### config.mk
export PLATFORM = sky130hd
export DESIGN_NAME = hello_wbmaster_flat
export DESIGN_NICKNAME = d
export VERILOG_FILES = /design/src/rtl/hello_wbmaster_pkg.sv /design/src/rtl/hello_wbmaster_if.sv /design/src/rtl/hello_wbmaster_tick.sv /design/src/rtl/hello_wbmaster.sv /design/src/flat_wrapper.sv
export SDC_FILE = /design/constraint.sdc
export NUM_CORES = 1
export LEC_CHECK = 0
export CAP_MARGIN = 10
export CORE_AREA = 5 5 126 128
export CTS_CLUSTER_DIAMETER = 50
export DETAILED_ROUTE_END_ITERATION = 12
export DIE_AREA = 0 0 131 133
export PLACE_DENSITY_LB_ADDON = 0.12
export SLEW_MARGIN = 5
export SYNTH_ARGS = -nofsm -noshare
export SYNTH_HDL_FRONTEND = slang
export SYNTH_SLANG_ARGS = --single-unit
### constraint.sdc
create_clock -name sys_clk -period 4.6 [get_ports sys_clk]
set_input_delay 0.92 -clock sys_clk [delete_from_list [all_inputs] [get_ports sys_clk]]
set_output_delay 0.92 -clock sys_clk [all_outputs]
set_load 0.01 [all_outputs]
### src/rtl/hello_wbmaster_pkg.sv
// rtl/hello_wbmaster_pkg.sv - shared types and constants for the hello Wishbone master
package hello_pkg;

  typedef enum logic [1:0] {
    ST_IDLE = 2'd0,
    ST_WR   = 2'd1,
    ST_RD   = 2'd2
  } state_t;

  localparam logic [3:0]  WB_SEL_ALL     = 4'hf;
  localparam logic [31:0] DEF_TARGET_ADR = 32'h6000_0000;

endpackage

### src/rtl/hello_wbmaster_if.sv
// rtl/hello_wbmaster_if.sv - Wishbone classic bus between the hello master and its slave
interface hello_wbmaster_if;

  logic [31:0] wb_adr_o;
  logic [31:0] wb_dat_o;
  logic [31:0] wb_dat_i;
  logic        wb_cyc_o;
  logic        wb_stb_o;
  logic        wb_we_o;
  logic [3:0]  wb_sel_o;
  logic        wb_ack_i;

  modport master (
    output wb_adr_o, wb_dat_o, wb_cyc_o, wb_stb_o, wb_we_o, wb_sel_o,
    input  wb_dat_i, wb_ack_i
  );

  modport slave (
    input  wb_adr_o, wb_dat_o, wb_cyc_o, wb_stb_o, wb_we_o, wb_sel_o,
    output wb_dat_i, wb_ack_i
  );

endinterface

### src/rtl/hello_wbmaster_tick.sv
// rtl/hello_wbmaster_tick.sv - period counter; pulses o_tick on the terminal count while enabled
module hello_tick #(
  parameter int unsigned PERIOD = 50000000
) (
  input  logic sys_clk,
  input  logic sys_rst,
  input  logic i_enable,
  output logic o_tick
);

  localparam int W = (PERIOD > 1) ? $clog2(PERIOD) : 1;
  localparam logic [W-1:0] LAST = W'(PERIOD - 1);

  logic [W-1:0] r_cnt;

  // Disabling parks the counter at 0 so a restart always sees a full period.
  always_ff @(posedge sys_clk or posedge sys_rst) begin
    if (sys_rst) begin
      r_cnt <= '0;
    end else if (!i_enable || r_cnt == LAST) begin
      r_cnt <= '0;
    end else begin
      r_cnt <= r_cnt + 1'b1;
    end
  end

  assign o_tick = i_enable && (r_cnt == LAST);

endmodule

### src/rtl/hello_wbmaster.sv
// rtl/hello_wbmaster.sv - periodic write (plus optional read-back) master with bus timeout
module hello_wbmaster
  import hello_pkg::*;
#(
  parameter int unsigned PERIOD     = 50000000,
  parameter logic [31:0] TARGET_ADR = DEF_TARGET_ADR,
  parameter bit          READBACK   = 1'b1,
  parameter int unsigned TIMEOUT    = 16
) (
  input  logic             sys_clk,
  input  logic             sys_rst,
  input  logic             enable,
  hello_wbmaster_if.master wb,
  output logic [31:0]      pattern,
  output logic [31:0]      rd_data,
  output logic             err_timeout,
  output logic             busy
);

  localparam int TW = $clog2(TIMEOUT + 1);
  localparam logic [TW-1:0] TO_LAST = TW'(TIMEOUT - 1);

  state_t        r_state;
  logic          r_pending;
  logic [TW-1:0] r_tcnt;
  logic          r_cyc;
  logic          r_we;
  logic [31:0]   r_dat;
  logic [31:0]   r_pattern;
  logic [31:0]   r_rd_data;
  logic          r_err;
  logic          w_tick;
  logic          w_expire;

  hello_tick #(.PERIOD(PERIOD)) u_tick (
    .sys_clk  (sys_clk),
    .sys_rst  (sys_rst),
    .i_enable (enable),
    .o_tick   (w_tick)
  );

  // Ack on the same edge as the timeout threshold takes priority.
  assign w_expire = !wb.wb_ack_i && (r_tcnt == TO_LAST);

  always_ff @(posedge sys_clk or posedge sys_rst) begin
    if (sys_rst) begin
      r_state   <= ST_IDLE;
      r_pending <= 1'b0;
      r_tcnt    <= '0;
      r_cyc     <= 1'b0;
      r_we      <= 1'b0;
      r_dat     <= '0;
      r_pattern <= '0;
      r_rd_data <= '0;
      r_err     <= 1'b0;
    end else begin
      if (w_tick && r_state != ST_IDLE) r_pending <= 1'b1;
      case (r_state)
        ST_IDLE: begin
          r_pending <= 1'b0;
          if (enable && (w_tick || r_pending)) begin
            r_state <= ST_WR;
            r_cyc   <= 1'b1;
            r_we    <= 1'b1;
            r_dat   <= r_pattern + 32'd1;
            r_tcnt  <= '0;
          end
        end
        ST_WR, ST_RD: begin
          r_tcnt <= r_tcnt + 1'b1;
          if (wb.wb_ack_i) begin
            r_tcnt <= '0;
            r_we   <= 1'b0;
            if (r_state == ST_WR) begin
              r_pattern <= r_dat;
              if (READBACK) begin
                r_state <= ST_RD;
              end else begin
                r_state <= ST_IDLE;
                r_cyc   <= 1'b0;
              end
            end else begin
              r_rd_data <= wb.wb_dat_i;
              r_state   <= ST_IDLE;
              r_cyc     <= 1'b0;
            end
          end else if (w_expire) begin
            r_state <= ST_IDLE;
            r_cyc   <= 1'b0;
            r_we    <= 1'b0;
            r_err   <= 1'b1;
          end
        end
        default: begin
          r_state <= ST_IDLE;
          r_cyc   <= 1'b0;
          r_we    <= 1'b0;
        end
      endcase
    end
  end

  assign wb.wb_adr_o = TARGET_ADR;
  assign wb.wb_sel_o = WB_SEL_ALL;
  assign wb.wb_dat_o = r_dat;
  assign wb.wb_cyc_o = r_cyc;
  assign wb.wb_stb_o = r_cyc;
  assign wb.wb_we_o  = r_we;
  assign pattern     = r_pattern;
  assign rd_data     = r_rd_data;
  assign err_timeout = r_err;
  assign busy        = (r_state != ST_IDLE);

endmodule

### src/flat_wrapper.sv
// flat-port wrapper written by rule: the top's interface ports become plain ports
module hello_wbmaster_flat import hello_pkg::*;
#(
  parameter int unsigned PERIOD     = 50000000,
  parameter logic [31:0] TARGET_ADR = DEF_TARGET_ADR,
  parameter bit          READBACK   = 1'b1,
  parameter int unsigned TIMEOUT    = 16
)
  (sys_clk, sys_rst, enable, pattern, rd_data, err_timeout, busy, wb_wb_adr_o, wb_wb_dat_o, wb_wb_cyc_o, wb_wb_stb_o, wb_wb_we_o, wb_wb_sel_o, wb_wb_dat_i, wb_wb_ack_i);
  hello_wbmaster_if wb_i ();
  input  logic sys_clk;
  input  logic sys_rst;
  input  logic enable;
  output logic [31:0] pattern;
  output logic [31:0] rd_data;
  output logic err_timeout;
  output logic busy;
  output wire logic [$bits(wb_i.wb_adr_o)-1:0] wb_wb_adr_o;
  output wire logic [$bits(wb_i.wb_dat_o)-1:0] wb_wb_dat_o;
  output wire logic [$bits(wb_i.wb_cyc_o)-1:0] wb_wb_cyc_o;
  output wire logic [$bits(wb_i.wb_stb_o)-1:0] wb_wb_stb_o;
  output wire logic [$bits(wb_i.wb_we_o)-1:0] wb_wb_we_o;
  output wire logic [$bits(wb_i.wb_sel_o)-1:0] wb_wb_sel_o;
  input wire logic [$bits(wb_i.wb_dat_i)-1:0] wb_wb_dat_i;
  input wire logic [$bits(wb_i.wb_ack_i)-1:0] wb_wb_ack_i;
  assign wb_wb_adr_o = wb_i.wb_adr_o;
  assign wb_wb_dat_o = wb_i.wb_dat_o;
  assign wb_wb_cyc_o = wb_i.wb_cyc_o;
  assign wb_wb_stb_o = wb_i.wb_stb_o;
  assign wb_wb_we_o = wb_i.wb_we_o;
  assign wb_wb_sel_o = wb_i.wb_sel_o;
  assign wb_i.wb_dat_i = wb_wb_dat_i;
  assign wb_i.wb_ack_i = wb_wb_ack_i;
  hello_wbmaster #(.PERIOD(PERIOD), .TARGET_ADR(TARGET_ADR), .READBACK(READBACK), .TIMEOUT(TIMEOUT)) u_core (.sys_clk(sys_clk), .sys_rst(sys_rst), .enable(enable), .wb(wb_i), .pattern(pattern), .rd_data(rd_data), .err_timeout(err_timeout), .busy(busy));
endmodule
==> results.py <==
metrics = {
    "cells_and_area": {
        "final_cells": 893,
        "mostFrequentLayoutCell": "clkdlybuf4s50_1",
        "final_core_util_pct": 56.0,
        "final_cell_mix": "clkdlybuf4s50_1 (136), dfrtp_1 (132), nor2_1 (68)",
        "fin_nets": 735,
        "drive_above_1_share_pct": 15.7,
        "syn2layout_area_growth_pct": 32.2,
        "antenna_cells": 0,
    },
    "drt": {
        "drt-initial-drc-count": 137,
        "wl_met1_um": 5890,
        "drc_errors": 0,
        "wl_met2_um": 6540,
        "wl_met3_um": 1270,
        "routed.top_layer": "met4",
        "ant_nets": 0,
        "firstDrtPassIters": 4,
        "via_per_inst": 4.96,
        "wl_per_cell_um": 15.6,
        "dr_total_vias": 4426,
        "wirelength_um": 13900,
    },
    "timing": {
        "skew_ns": 0.00540,
        "setup_violations": 0,
        "timing.final.ws_setup_ns": 1.84,
        "period_minus_slack_ns": 2.76,
        "tns_ns": 0,
        "final_hold_viol_count": 0,
        "rsz0062_at_grt": "no",
        "period_share_pct": 59.9,
        "finalMaxSlewViolations": 0,
        "tightestPinTransition_ns": 1.05,
        "relSlewSlack_pct": 29.7,
        "fmax_mhz": 363,
    },
    "setup_path": {
        "setup.worst_path.class": "flip-flop to output pin",
        "rr_startpoint": "u_core.u_tick.r_cnt[0]$_DFF_PP0_",
        "crit_path_start_kind": "flip-flop",
        "rr_worst_depth": 7,
        "r2r_slack_ns": 1.98,
        "crit_required_ns": 3.68,
        "arrival_ns": 1.84,
        "worstPathMaxFanout": 5,
        "end_kind": "output pin",
        "r2r_end": "u_core.wb.wb_dat_o[3]$_DFFE_PP0P_",
    },
    "clock_tree": {
        "clock_path_buffers": 2,
        "numCtsBuffers": 17,
        "post_cts_buffers": 0,
        "cts_max_level": 4,
        "ctsHoldBuffers": 0,
        "cts_tree": "built",
        "clk_pin_slew_ns": 0.06,
        "clock_latency_ns": 0.42,
        "cts_resized": 0,
        "cts_sinks": 132,
        "cts-root-buf": "clkbuf_16",
    },
    "place": {
        "portBuffers": 136,
        "gp_congestion": 0.786,
        "place_ws_ns": 1.42,
        "hpwl_um": 9770,
        "dp.cells": 861,
    },
    "synthesis": {
        "synthCells": 557,
        "synth_area_per_cell_um2": 11.2,
        "ys_seq_area_share_pct": 52.9,
        "syn-cell-area_mm2": 0.00624,
        "synthArstFlopShare_pct": 100,
        "ys_ff_latch": 132,
        "synth-edff-count": 0,
        "yosysUniqueCellTypes": 54,
        "synth_flop_cell": "dfrtp_1",
        "yosys_warnings": 0,
    },
    "grt": {
        "grt_pass1_wl_um": 22800,
        "grt_max_degree": 78,
        "grt_antenna_before_repair": 0,
        "first_global_vias": 4577,
        "grt_use_total_pct": 16.5,
        "grt-ovfl-total": 0,
    },
    "power_and_ir_drop": {
        "power_density_mw_per_mm2": 324,
        "vdd_drop_max_uv": 233,
        "internal_power_mw": 2.13,
        "seqPwrFrac_pct": 43.5,
        "switching_share_pct": 20.5,
        "leakage_nw": 3.68,
        "total_power_mw": 2.68,
        "comb_power_share_pct": 2.8,
        "p_sw_mw": 0.550,
        "p_clk_share_pct": 53.6,
    },
    "hold_path": {
        "holdPathEnd": "u_core.err_timeout$_DFFE_PP0P_",
        "hold_depth": 1,
        "hold_class": "flip-flop to flip-flop",
        "min-delay-start": "u_core.err_timeout$_DFFE_PP0P_",
    },
    "floorplanning": {
        "die_h_um": 133,
        "die_area_mm2": 0.0174,
        "start_util_pct": 42.3,
        "core_mm2": 0.0148,
        "dieWidth_um": 131,
        "pin_count": 173,
        "rows": 45,
    },
    "status": {
        "status": "finished, final reports clean",
    },
    "job": {
        "maxCapViolations": 0,
    },
}
-- power groups by stage --
| stage | clock [mW] | combinational, mW | sequential [mW] |
|---|---|---|---|
| 2_1_floorplan | 0 | 0.0594 | 1.19 |
| 3_3_place_gp | 0 | 0.0759 | 1.19 |
| 3_5_place_dp | 0 | 0.0780 | 1.19 |
| 4_1_cts | 1.47 | 0.0780 | 1.17 |
| 5_1_grt | 1.52 | 0.0871 | 1.17 |
| 6_report | 1.44 | 0.0763 | 1.17 |
-- worst max-delay path by stage --
| stage | from | endpoint | cells after the start |
|---|---|---|---|
| 3_3_place_gp | enable | u_core.wb.wb_dat_o[16]$_DFFE_PP0P_ | 7 |
| 5_1_grt | u_core.u_tick.r_cnt[0]$_DFF_PP0_ | u_core.wb.wb_dat_o[21]$_DFFE_PP0P_ | 7 |
| 6_report | u_core.r_state[0]$_DFFE_PP0P_ | busy | 4 |
| 2_1_floorplan | sys_rst | u_core.err_timeout$_DFFE_PP0P_ | 1 |
| 4_1_cts | u_core.r_state[0]$_DFFE_PP0P_ | busy | 4 |
| 3_5_place_dp | enable | u_core.wb.wb_dat_o[3]$_DFFE_PP0P_ | 7 |
-- worst max-delay path: stages (launching register included) --
cell and delay [ns]:
dfrtp_1 0.43, inv_1 0.07, ha_1 0.24, inv_1 0.11, clkdlybuf4s50_1 0.57
-- flip-flops by register name (all words and copies together), names as in the netlist --
signal               count
u_core.err_timeout       1
u_core.r_tcnt            5
u_core.r_state           2
u_core.rd_data          32
u_core.wb.wb_cyc_o       1
u_core.u_tick.r_cnt     26
u_core.wb.wb_dat_o      32
u_core.r_pending         1
u_core.pattern          32
-- cells by family after synthesis --
kind of cell	Yosys count	synth area share [%]
simple gates	181	14.8
flops	132	52.9
buf+inv	68	6.89
mux	66	11.9
xor+xnor	52	7.29
compound gates	49	4.71
fa+ha+maj	7	1.40
other cells	2	0.120
-- metrics by stage --
step	hold WS, ns	area, um2
CTS	0.477	8260
finish	0.472	8260
detailed placement	0.459	7620
global placement	0.448	7620
global route	0.503	8260
floorplan	0.437	6370
-- cell usage after synthesis (6+ instances only) --
library cell	count	area (um2)
dfrtp_1	132	3300
nor2_1	68	255
mux2_2	65	732
buf_4	38	285
nand2_1	29	109
xnor2_1	29	254
a21oi_1	28	140
xor2_1	23	201
nand3_1	21	105
inv_1	11	41.3
nand4_1	11	68.8
nor3_1	11	55.1
clkbuf_1	9	33.8
and4_1	7	61.3
ha_1	7	87.6
o21ai_0	7	35.0
and3_1	6	37.5
-- layout make-up --
cell class	instances	area, um2
Timing Repair Buffer	139	1400
Fill cell	1303	6490
Tap cell	188	235
Clock buffer	20	457
Multi-Input combinational cell	391	2650
Sequential cell	132	3300
Clock inverter	12	176
Inverter	11	43.8
-- per-layer routing --
| layer | track usage, % | vias up |
|---|---|---|
| li1 | - | 2114 |
| met1 | 20.8 | 2156 |
| met5 | 0 | - |
| met4 | 5.54 | 0 |
| met3 | 7.51 | 17 |
| met2 | 25.1 | 139 |
No activity file was read; power rests on OpenSTA's default activity.
